### src/rtl/chunked_serial_adder.sv
// -----------------------------------------------------------------------------
// chunked_serial_adder
// Multi-cycle adder: adds two WIDTH-bit operands CHUNK bits per clock with the
// inter-chunk carry held in a register. Valid/ready handshake on both sides.
//
// Optional feature macro: CHUNKED_SERIAL_ADDER_SUB_EN
//   When defined, adds input 'sub'. With sub=1 the block computes a - b
//   (adds ~b with carry-in forced to 1; cin is ignored). Timing is unchanged.
//
// Ports:
//   clk        rising-edge clock
//   rst        synchronous active-high reset
//   in_valid   operands present
//   in_ready   block idle, can accept
//   a, b       operands (WIDTH bits)
//   cin        carry-in
//   sub        subtract select (only with CHUNKED_SERIAL_ADDER_SUB_EN)
//   out_valid  result valid
//   out_ready  consumer accepts result
//   sum        a + b + cin modulo 2^WIDTH
//   cout       unsigned carry-out of bit WIDTH-1
//   ovf        signed (two's-complement) overflow
//   busy       high while chunks are being added
// -----------------------------------------------------------------------------
module chunked_serial_adder #(
    parameter int WIDTH = 24,
    parameter int CHUNK = 2
) (
    input  logic             clk,
    input  logic             rst,
    input  logic             in_valid,
    output logic             in_ready,
    input  logic [WIDTH-1:0] a,
    input  logic [WIDTH-1:0] b,
    input  logic             cin,
`ifdef CHUNKED_SERIAL_ADDER_SUB_EN
    input  logic             sub,
`endif
    output logic             out_valid,
    input  logic             out_ready,
    output logic [WIDTH-1:0] sum,
    output logic             cout,
    output logic             ovf,
    output logic             busy
);

    localparam int NCHUNK = WIDTH / CHUNK;
    localparam int KW     = (NCHUNK > 1) ? $clog2(NCHUNK) : 1;
    localparam logic [KW-1:0] K_LAST = KW'(NCHUNK - 1);

    generate
        if (CHUNK < 1 || (WIDTH % CHUNK) != 0) begin : g_bad_chunk
            $error("chunked_serial_adder: WIDTH must be a multiple of CHUNK");
        end
    endgenerate

    typedef enum logic [1:0] {
        S_IDLE = 2'd0,
        S_RUN  = 2'd1,
        S_DONE = 2'd2
    } state_t;

    state_t             state_q, state_d;
    logic [WIDTH-1:0]   a_q, a_d;
    logic [WIDTH-1:0]   b_q, b_d;
    logic [WIDTH-1:0]   sum_q, sum_d;
    logic [KW-1:0]      k_q, k_d;
    logic               carry_q, carry_d;
    logic               cout_q, cout_d;
    logic               ovf_q, ovf_d;

    logic [WIDTH-1:0]   b_in_s;
    logic               cin_in_s;
    logic [CHUNK-1:0]   a_chunk_s, b_chunk_s;
    logic [CHUNK:0]     chunk_sum_s;
    logic               msb_cin_s;
    logic [WIDTH-1:0]   sum_next_s;

    // Operand conditioning: subtraction is a + ~b + 1.
    always_comb begin
        b_in_s   = b;
        cin_in_s = cin;
`ifdef CHUNKED_SERIAL_ADDER_SUB_EN
        if (sub) begin
            b_in_s   = ~b;
            cin_in_s = 1'b1;
        end else begin
            b_in_s   = b;
            cin_in_s = cin;
        end
`endif
    end

    // Operands are shifted right each RUN cycle, so the current chunk is
    // always the low CHUNK bits; this avoids wide variable-index muxes.
    assign a_chunk_s   = a_q[CHUNK-1:0];
    assign b_chunk_s   = b_q[CHUNK-1:0];
    assign chunk_sum_s = {1'b0, a_chunk_s} + {1'b0, b_chunk_s} + {{CHUNK{1'b0}}, carry_q};
    // Carry into the top bit of this chunk, recovered from its sum bit.
    assign msb_cin_s   = chunk_sum_s[CHUNK-1] ^ a_chunk_s[CHUNK-1] ^ b_chunk_s[CHUNK-1];

    // New chunk enters the sum register from the top; after NCHUNK shifts
    // every chunk sits at its final position.
    generate
        if (CHUNK == WIDTH) begin : g_single
            assign sum_next_s = chunk_sum_s[CHUNK-1:0];
        end else begin : g_multi
            assign sum_next_s = {chunk_sum_s[CHUNK-1:0], sum_q[WIDTH-1:CHUNK]};
        end
    endgenerate

    // State register.
    always_ff @(posedge clk) begin
        if (rst) begin
            state_q <= S_IDLE;
        end else begin
            state_q <= state_d;
        end
    end

    // Next-state logic.
    always_comb begin
        state_d = state_q;
        case (state_q)
            S_IDLE: begin
                if (in_valid) begin
                    state_d = S_RUN;
                end else begin
                    state_d = S_IDLE;
                end
            end
            S_RUN: begin
                if (k_q == K_LAST) begin
                    state_d = S_DONE;
                end else begin
                    state_d = S_RUN;
                end
            end
            S_DONE: begin
                if (out_ready) begin
                    state_d = S_IDLE;
                end else begin
                    state_d = S_DONE;
                end
            end
            default: state_d = S_IDLE;
        endcase
    end

    // Datapath next-state: capture, per-chunk add, final flag capture.
    always_comb begin
        a_d     = a_q;
        b_d     = b_q;
        sum_d   = sum_q;
        k_d     = k_q;
        carry_d = carry_q;
        cout_d  = cout_q;
        ovf_d   = ovf_q;
        case (state_q)
            S_IDLE: begin
                if (in_valid) begin
                    a_d     = a;
                    b_d     = b_in_s;
                    carry_d = cin_in_s;
                    k_d     = '0;
                    sum_d   = '0;
                    cout_d  = 1'b0;
                    ovf_d   = 1'b0;
                end else begin
                    a_d = a_q;
                end
            end
            S_RUN: begin
                a_d     = a_q >> CHUNK;
                b_d     = b_q >> CHUNK;
                carry_d = chunk_sum_s[CHUNK];
                k_d     = k_q + KW'(1);
                sum_d   = sum_next_s;
                if (k_q == K_LAST) begin
                    cout_d = chunk_sum_s[CHUNK];
                    ovf_d  = msb_cin_s ^ chunk_sum_s[CHUNK];
                end else begin
                    cout_d = cout_q;
                end
            end
            S_DONE: begin
                sum_d = sum_q;
            end
            default: begin
                sum_d = sum_q;
            end
        endcase
    end

    // Datapath registers.
    always_ff @(posedge clk) begin
        if (rst) begin
            a_q     <= '0;
            b_q     <= '0;
            sum_q   <= '0;
            k_q     <= '0;
            carry_q <= 1'b0;
            cout_q  <= 1'b0;
            ovf_q   <= 1'b0;
        end else begin
            a_q     <= a_d;
            b_q     <= b_d;
            sum_q   <= sum_d;
            k_q     <= k_d;
            carry_q <= carry_d;
            cout_q  <= cout_d;
            ovf_q   <= ovf_d;
        end
    end

    // Output decode, purely from registered state.
    always_comb begin
        in_ready  = 1'b0;
        busy      = 1'b0;
        out_valid = 1'b0;
        case (state_q)
            S_IDLE:  in_ready  = 1'b1;
            S_RUN:   busy      = 1'b1;
            S_DONE:  out_valid = 1'b1;
            default: in_ready  = 1'b0;
        endcase
    end

    assign sum  = sum_q;
    assign cout = cout_q;
    assign ovf  = ovf_q;

endmodule

### config.mk
export PLATFORM = sky130hd
export DESIGN_NAME = chunked_serial_adder
export DESIGN_NICKNAME = d
export VERILOG_FILES = /design/src/rtl/chunked_serial_adder.sv
export SDC_FILE = /design/constraint.sdc
export NUM_CORES = 1
export LEC_CHECK = 0
export ABC_AREA = 1
export CORE_UTILIZATION = 50
export CTS_CLUSTER_SIZE = 40
export DETAILED_ROUTE_END_ITERATION = 8
export GPL_ROUTABILITY_DRIVEN = 0
export MAX_ROUTING_LAYER = met4
export PLACE_DENSITY = 0.8
export SLEW_MARGIN = 25
export SYNTH_ARGS = -nofsm -noshare
export SYNTH_HDL_FRONTEND = slang
export SYNTH_SLANG_ARGS = --single-unit
### constraint.sdc
create_clock -name clk -period 2 [get_ports clk]
set_input_delay 0.6 -clock clk [delete_from_list [all_inputs] [get_ports clk]]
set_output_delay 0.6 -clock clk [all_outputs]
set_load 0.1 [all_outputs]
Word level (Yosys, flattened, before mapping):

Index checks and enable logic that the tools add are counted.

* register bits after elaboration: 81
* bits of input ports: 53
* output and inout port bits: 29
* word-level logic and storage cells: 45

* add/sub/neg operators: 3
* eq/ne operators: 5
* multiplexer cells: 22
* bitwise gates (word level): 3
* reduce and logical (&&, ||, !) cells: 4

Operator list (number)
* $pmux 24 s2: 3
* $mux 24: 3
* $mux 1: 8
* $pmux 4 s2: 1
* $pmux 1 s2: 3
* $pmux 2 s3: 1
* $add 4x1->4 const B: 1
* $eq 4x4->1 const B: 1
* $mux 2: 2
* $mux 4: 1
* $ne 2x2->1 const B: 2
* $add 2x2->3: 1
* $add 3x1->3: 1
* $reduce_and 3->1: 1
* $xor 1x1->1: 3
* $eq 2x1->1 const B: 1
* $eq 2x2->1 const B: 1
* $logic_not 2->1: 1
* $reduce_and 2->1: 1
* $reduce_bool 2->1: 1

Logic depth before layout (Yosys ltp):

Gate-level depths: netlist (run 1).

* depth in word-level cells: 7
* gate-level depth with buffers: 10
* depth with buffers taken out: 10

Worst setup path before layout (run 1):

Ideal clock, no wire load.

* kind: register to output
* from: register state_q[1]
* to: output port out_valid
* arrival time: 1.668 ns
* data required time: 1.400 ns
* setup slack: -0.268 ns
* cell stages (with the launch flop): 3
* buffers on the path: 0
* cell sequence: dfxtp_1 > inv_2 > nor2_1

* longest elaborated chain between the ends: 2

RTL lines
* start, declared: line 63 `state_t state_q, state_d;`
* start signal, assigned: line 117 `state_q <= state_d;`
* $eq 2x2->1: line 221 `case (state_q)`
* $mux 1: line 221
* end, declared: line 39 `output logic out_valid,`

Every way passes these cells.

Final worst setup path (run 1):

* from: register a_q[0]
* to: register ovf_q, in the netlist ovf

* longest elaborated chain between the ends: 7

RTL lines
* start, declared: line 64 `logic [WIDTH-1:0] a_q, a_d;`
* start signal, assigned: line 198 `a_q <= '0;`
* start signal, assigned: line 206 `a_q <= a_d;`
* $add 2x2->3 (*): line 98 `assign chunk_sum_s = {1'b0, a_chunk_s} + {1'b0, b_chunk_s} + {{CHUNK{1'b0}}, carry_q};`
* $add 3x1->3 (*): line 98
* $xor 1x1->1 (2 in a row): line 100 `assign msb_cin_s = chunk_sum_s[CHUNK-1] ^ a_chunk_s[CHUNK-1] ^ b_chunk_s[CHUNK-1];`
* $xor 1x1->1 (*): line 181 `ovf_d = msb_cin_s ^ chunk_sum_s[CHUNK];`
* $mux 1 (*): line 179 `if (k_q == K_LAST) begin`
* $pmux 1 s2 (*): line 159 `case (state_q)`
* end signal, assigned: line 212 `ovf_q <= ovf_d;`
* end, declared: line 70 `logic ovf_q, ovf_d;`

Every way passes the cells marked *; elsewhere a longest branch is shown, timed or not. The select of a mux whose other input is x is not followed.
A chain may end at the register's enable or synchronous reset.

==> flow_summary.yaml, run 1 <==
run_status:
  run_status: "completed"
critical_path:
  worst-path-max-fanout: 3
  critPathMostFrequentCell: "nand2_1"
  critical_path_required_ps: 2270
  startpoint_type: "flop"
  critical-path-top-delay-family: "adder cells"
  cp_cell_sequence: "fa_1 > inv_1 > fa_2 > xnor2_1 > nand2_1 > nand2_1 > nand2_1 > a21oi_1"
  crit_type: "flop to flop"
  r2r_setup_slack_ps: 160
  reg2reg_depth: 8
  reg2reg_from: "a_q[0]"
  timing.critical_path.buf_inv: 1
  crit_slowest_cell: "fa_2"
  endpoint_kind: "flop"
  r2r_end: "ovf"
  max_stage_delay_ps: 470
  arrival_ps: 2110
grt:
  grt_antenna_before_repair: 0
  grt_pass1_wl_um: 13520
  track_usage: 0.2433
  grt_max_degree: 48
  grt_pass1_vias: 2997
  grt_overflow_total: 0
place:
  dpl_cell_area_mm2: 0.004696
  place_inst: 586
  hpwlAfterDp_um: 5396
  port_buffers: 81
sta:
  final_max_slew_viol_count: 0
  hold_viol: 0
  max_freq_ghz: 0.5438
  final.setup.tns_ps: 0
  setup_violations: 0
  tightest_slew_ps: 385.3
  min_period_ps: 1839
  skew_ps: 12.21
  relSlewSlack: 0.7432
  period_share: 0.9195
  rsz0062_at_grt: "no"
power_and_ir_drop:
  power_mw: 3.754
  p_leak_nw: 1.818
  irDropWorstVdd_mv: 0.4751
  p_per_area_mw_per_mm2: 764.8
yosys:
  synth.distinct_cells: 23
  syn-num-nets: 484
  synthFlopType: "dfxtp_1"
  netlist_area_mm2: 0.003510
  yosys-top-cells-area: "dfxtp_1 (46%), a211oi_2 (14%), nand2_1 (9.3%)"
  ys_ff_latch: 81
  synth.most_common_cell: "nand2_1"
  avgSynthCellArea_um2: 8.200
  yosysTopAreaCellShare: 0.4620
  synth-async-reset-ratio: 0
  synth_edf_count: 0
  synth.largest_area_cell: "dfxtp_1"
  ys_warn_count: 0
  ys_seq_area_frac: 0.4620
  synthCells: 428
  synth_commonest_cells: "nand2_1 (87), dfxtp_1 (81), inv_1 (47), nor2_1 (44), a211oi_2 (40)"
layout:
  postLayoutCoreUtil: 0.7225
  drive_gt1_frac: 0.2036
  finalInstanceArea_mm2: 0.004908
  stdcell_count: 602
  final_nets: 557
  area.growth.synth_to_final_pct: 39.86
  n_fill_cell: 502
  n_antenna_cell: 0
cts:
  cts_buffers: 9
  clockBufferDepth: 2
  postCtsSetupBuffers: 0
  clkTransAtPathRegs_ps: 80
  clock_latency_ps: 350
  cts_root_buf: "clkbuf_8"
  cts.sinks: 81
  cts_hold_buf: 0
  htreeDepth: 3
  cts.repair.resized: 0
  cts_tree: "built"
routing:
  first_pass_iters: 4
  post_drt_wl_per_cell_um: 13.42
  drt_iter0_drc: 182
  routed_wl_um: 8080
  remaining_drc_errors: 0
  viasPerCell: 5.027
  num_vias: 3026
  antenna_left: 0
worst_hold_path:
  hold_end: "a_q[22]"
  hp-start: "a_q[22]"
  min_path_type: "flop to flop"
  holdPathStages: 2
job:
  maxCapViolCount: 0
floorplan:
  dieArea_mm2: 0.007358
  floorplan.initialDensity: 0.5166
  coreArea_mm2: 0.006794
  die_w_um: 85.78
  die_y_um: 85.78
  io_pins: 82
  rows: 30
==> area by class of cell <==
cell class / instances / area, um2 / share of cell area
clock buffer: 10 / 127.6 / 0.02600
clock inverter: 6 / 82.58 / 0.01682
inverter: 52 / 196.4 / 0.04002
multi-input combinational: 267 / 1541 / 0.3140
sequential: 81 / 1622 / 0.3304
tap: 96 / 120.1 / 0.02447
timing repair buffer: 90 / 1219 / 0.2483
==> tightest hold or removal path, stage by stage (launching register included) <==
cell	delay [ps]
dfxtp_1	310
nand2_1	60
a21oi_1	50
==> kinds of logic (layout without fill, tap and decap cells) <==
group,after synthesis,count (layout),share of synthesized area
compound gates,127,127,0.2702
flops,81,81,0.4620
xor+xnor,1,1,0.002496
fa+ha+maj,3,3,0.01497
simple gates,136,136,0.1480
buf+inv,80,158,0.1023
==> stage by stage <==
stage                     hold WS [ps]  worst slack [ps]
after floorplan                  433.1             178.9
after global placement           445.7             129.4
after detailed placement         452.0             13.35
after CTS                        464.0             133.7
after global routing             483.1             8.497
final                            463.2             161.1
==> report_power, final <==
part	internal (mW)	leakage, nW	switching (mW)
Clock	0.697	0.106	0.578
Sequential	1.72	0.664	0.0639
Combinational	0.300	1.05	0.396
==> cell usage in the layout, fill, tap and decap left out, types with 5 or more instances in the layout <==
master / synthesis / final
nor2_1: 44 / 43
a211oi_2: 40 / 40
clkdlybuf4s50_1: 0 / 52
buf_12: 0 / 33
clkbuf_8: 0 / 9
o21ai_0: 33 / 33
nand2_1: 87 / 86
dfxtp_1: 81 / 81
inv_1: 47 / 47
o21ai_1: 11 / 11
buf_4: 1 / 5
a21oi_1: 37 / 37
==> worst max-delay path by stage <==
stage                from   endpoint  slack [ps]  cells past startpoint
2_1_floorplan  state_q[1]  out_valid         180                      2
3_3_place_gp     in_valid     b_q[7]         130                      6
3_5_place_dp     in_valid     sum[1]          10                      7
4_1_cts            a_q[0]        ovf         130                      8
5_1_grt            a_q[0]        ovf           8                     10
6_report           a_q[0]        ovf         160                      8
==> routing by layer <==
| metal | routed length (um) | part of all wire | up-vias | global-route usage |
|---|---|---|---|---|
| li1 | - | - | 1535 | - |
| met1 | 3453 | 0.43 | 1392 | 0.2852 |
| met2 | 4111 | 0.51 | 79 | 0.4087 |
| met3 | 303 | 0.038 | 20 | 0.06545 |
| met4 | 212 | 0.026 | 0 | 0.07424 |
| met5 | 0 | 0 | - | - |
==> sequential cells by signal (all words and copies together), names as in the netlist <==
signal	flops
a_q	24
b_q	24
sum	24
k_q	4
state_q	2
carry_q	1
cout	1
ovf	1
(Power assumes the default switching activity.)
==> run 2: changes to the inputs <==
Settings changed: CORE_MARGIN from default to 4.
==> flow_summary.yaml, run 2 (synthesis gave the netlist of run 1 again) <==
floorplan:
  floorplan.initialDensity: 0.5166
  dieArea_mm2: 0.008424
  rows: 30
  die_w_um: 91.78
  die_y_um: 91.78
  io_pins: 82
  coreArea_mm2: 0.006794
sta:
  max_freq_ghz: 0.5425
  final_max_slew_viol_count: 0
  hold_viol: 0
  relSlewSlack: 0.7352
  tightest_slew_ps: 397.2
  final.setup.tns_ps: 0
  period_share: 0.9217
  setup_violations: 0
  skew_ps: 4.585
  min_period_ps: 1843
  setup_slack_ps: 156.6
  rsz0062_at_grt: "no"
critical_path:
  worst-path-max-fanout: 3
  crit_type: "flop to flop"
  cp_cell_sequence: "fa_1 > inv_1 > fa_2 > inv_1 > nand2_1 > nand2_1 > nand3_1 > nand2_1 > nand2_1 > a21oi_1"
  critPathMostFrequentCell: "nand2_1"
  critical_path_required_ps: 2280
  crit_slowest_cell: "fa_2"
  timing.critical_path.buf_inv: 2
  max_stage_delay_ps: 460
  startpoint_type: "flop"
  critical-path-top-delay-family: "adder cells"
  arrival_ps: 2120
  endpoint_kind: "flop"
routing:
  viasPerCell: 5.047
  remaining_drc_errors: 0
  antenna_left: 0
  num_vias: 3033
  post_drt_wl_per_cell_um: 13.76
  routed_wl_um: 8272
  drt_iter0_drc: 133
  first_pass_iters: 4
layout:
  postLayoutCoreUtil: 0.7225
  area.growth.synth_to_final_pct: 39.86
  layout_commonest_cell: "nand2_1"
  n_antenna_cell: 0
  drive_gt1_frac: 0.2059
  final_nets: 556
  layout_common_cells: "nand2_1 (86), dfxtp_1 (80), clkdlybuf4s50_1 (52)"
job:
  maxCapViolCount: 0
grt:
  grt_max_degree: 56
  grt_pass1_vias: 3030
  grt_antenna_before_repair: 0
  grt_overflow_total: 0
  grt_pass1_wl_um: 13680
  track_usage: 0.2062
power_and_ir_drop:
  irDropWorstVdd_mv: 0.4931
  p_leak_nw: 1.819
  p_per_area_mw_per_mm2: 776.6
cts:
  cts_buffers: 9
  htreeDepth: 3
  cts_hold_buf: 0
  clockBufferDepth: 2
  clock_latency_ps: 350
  clkTransAtPathRegs_ps: 80
  cts_tree: "built"
  postCtsSetupBuffers: 0
  cts.sinks: 81
  cts_root_buf: "clkbuf_8"
  cts.repair.resized: 0
place:
  post-place-ws_ps: 35.24
  hpwlAfterDp_um: 5422
  port_buffers: 81
run_status:
  run_status: "completed"
worst_hold_path:
  min_path_type: "flop to flop"
## run 2: cell types whose count changed in the layout (fill, tap and decap cells not counted)
cell	change
buf_12	-1
clkbuf_1	-1
clkinv_2	-1
clkbuf_8	+2
dfxtp_1	-1
dfxtp_2	+1
## run 2: through the flow
step	area, um2	cells	hold WS (ps)	total power [mW]
2_1_floorplan	3517	428	433.1	2.272
3_3_place_gp	4676	585	445.7	2.477
3_5_place_dp	4676	585	453.0	2.496
4_1_cts	4905	601	464.5	3.827
5_1_grt	4908	601	478.9	3.979
6_report	4908	601	464.4	3.812
## run 2: per-layer routing
layer,part of all wire,GRT usage
met1,0.45,0.2545
met2,0.48,0.3238
met3,0.048,0.03938
met4,0.022,0.1027
met5,0,-
## run 2: layout make-up
class	instances	area [um2]
fill	518	1886
sequential	81	1623
multi-input combinational	267	1541
timing repair buffer	89	1199
inverter	52	196.4
clock buffer	11	151.4
tap	96	120.1
clock inverter	5	77.57
## run 2: worst paths after layout
check / end / start / depth (start not counted) / slack (ps)
max: ovf / a_q[0] / 10 / 160
min: b_q[3] / b_q[3] / 2 / 460
max reg2reg: ovf / a_q[0] / 10 / 160
min reg2reg: b_q[3] / b_q[3] / 2 / 460
## run 2: power breakdown
group	internal [mW]	switching [mW]	total, mW
clock network	0.767	0.578	1.34
logic	0.291	0.392	0.683
registers	1.72	0.0639	1.78
## run 2: worst min-delay path, cell delays in order (launching register included)
cell and delay, ps:
dfxtp_1 310, inv_1 60, a211oi_2 50
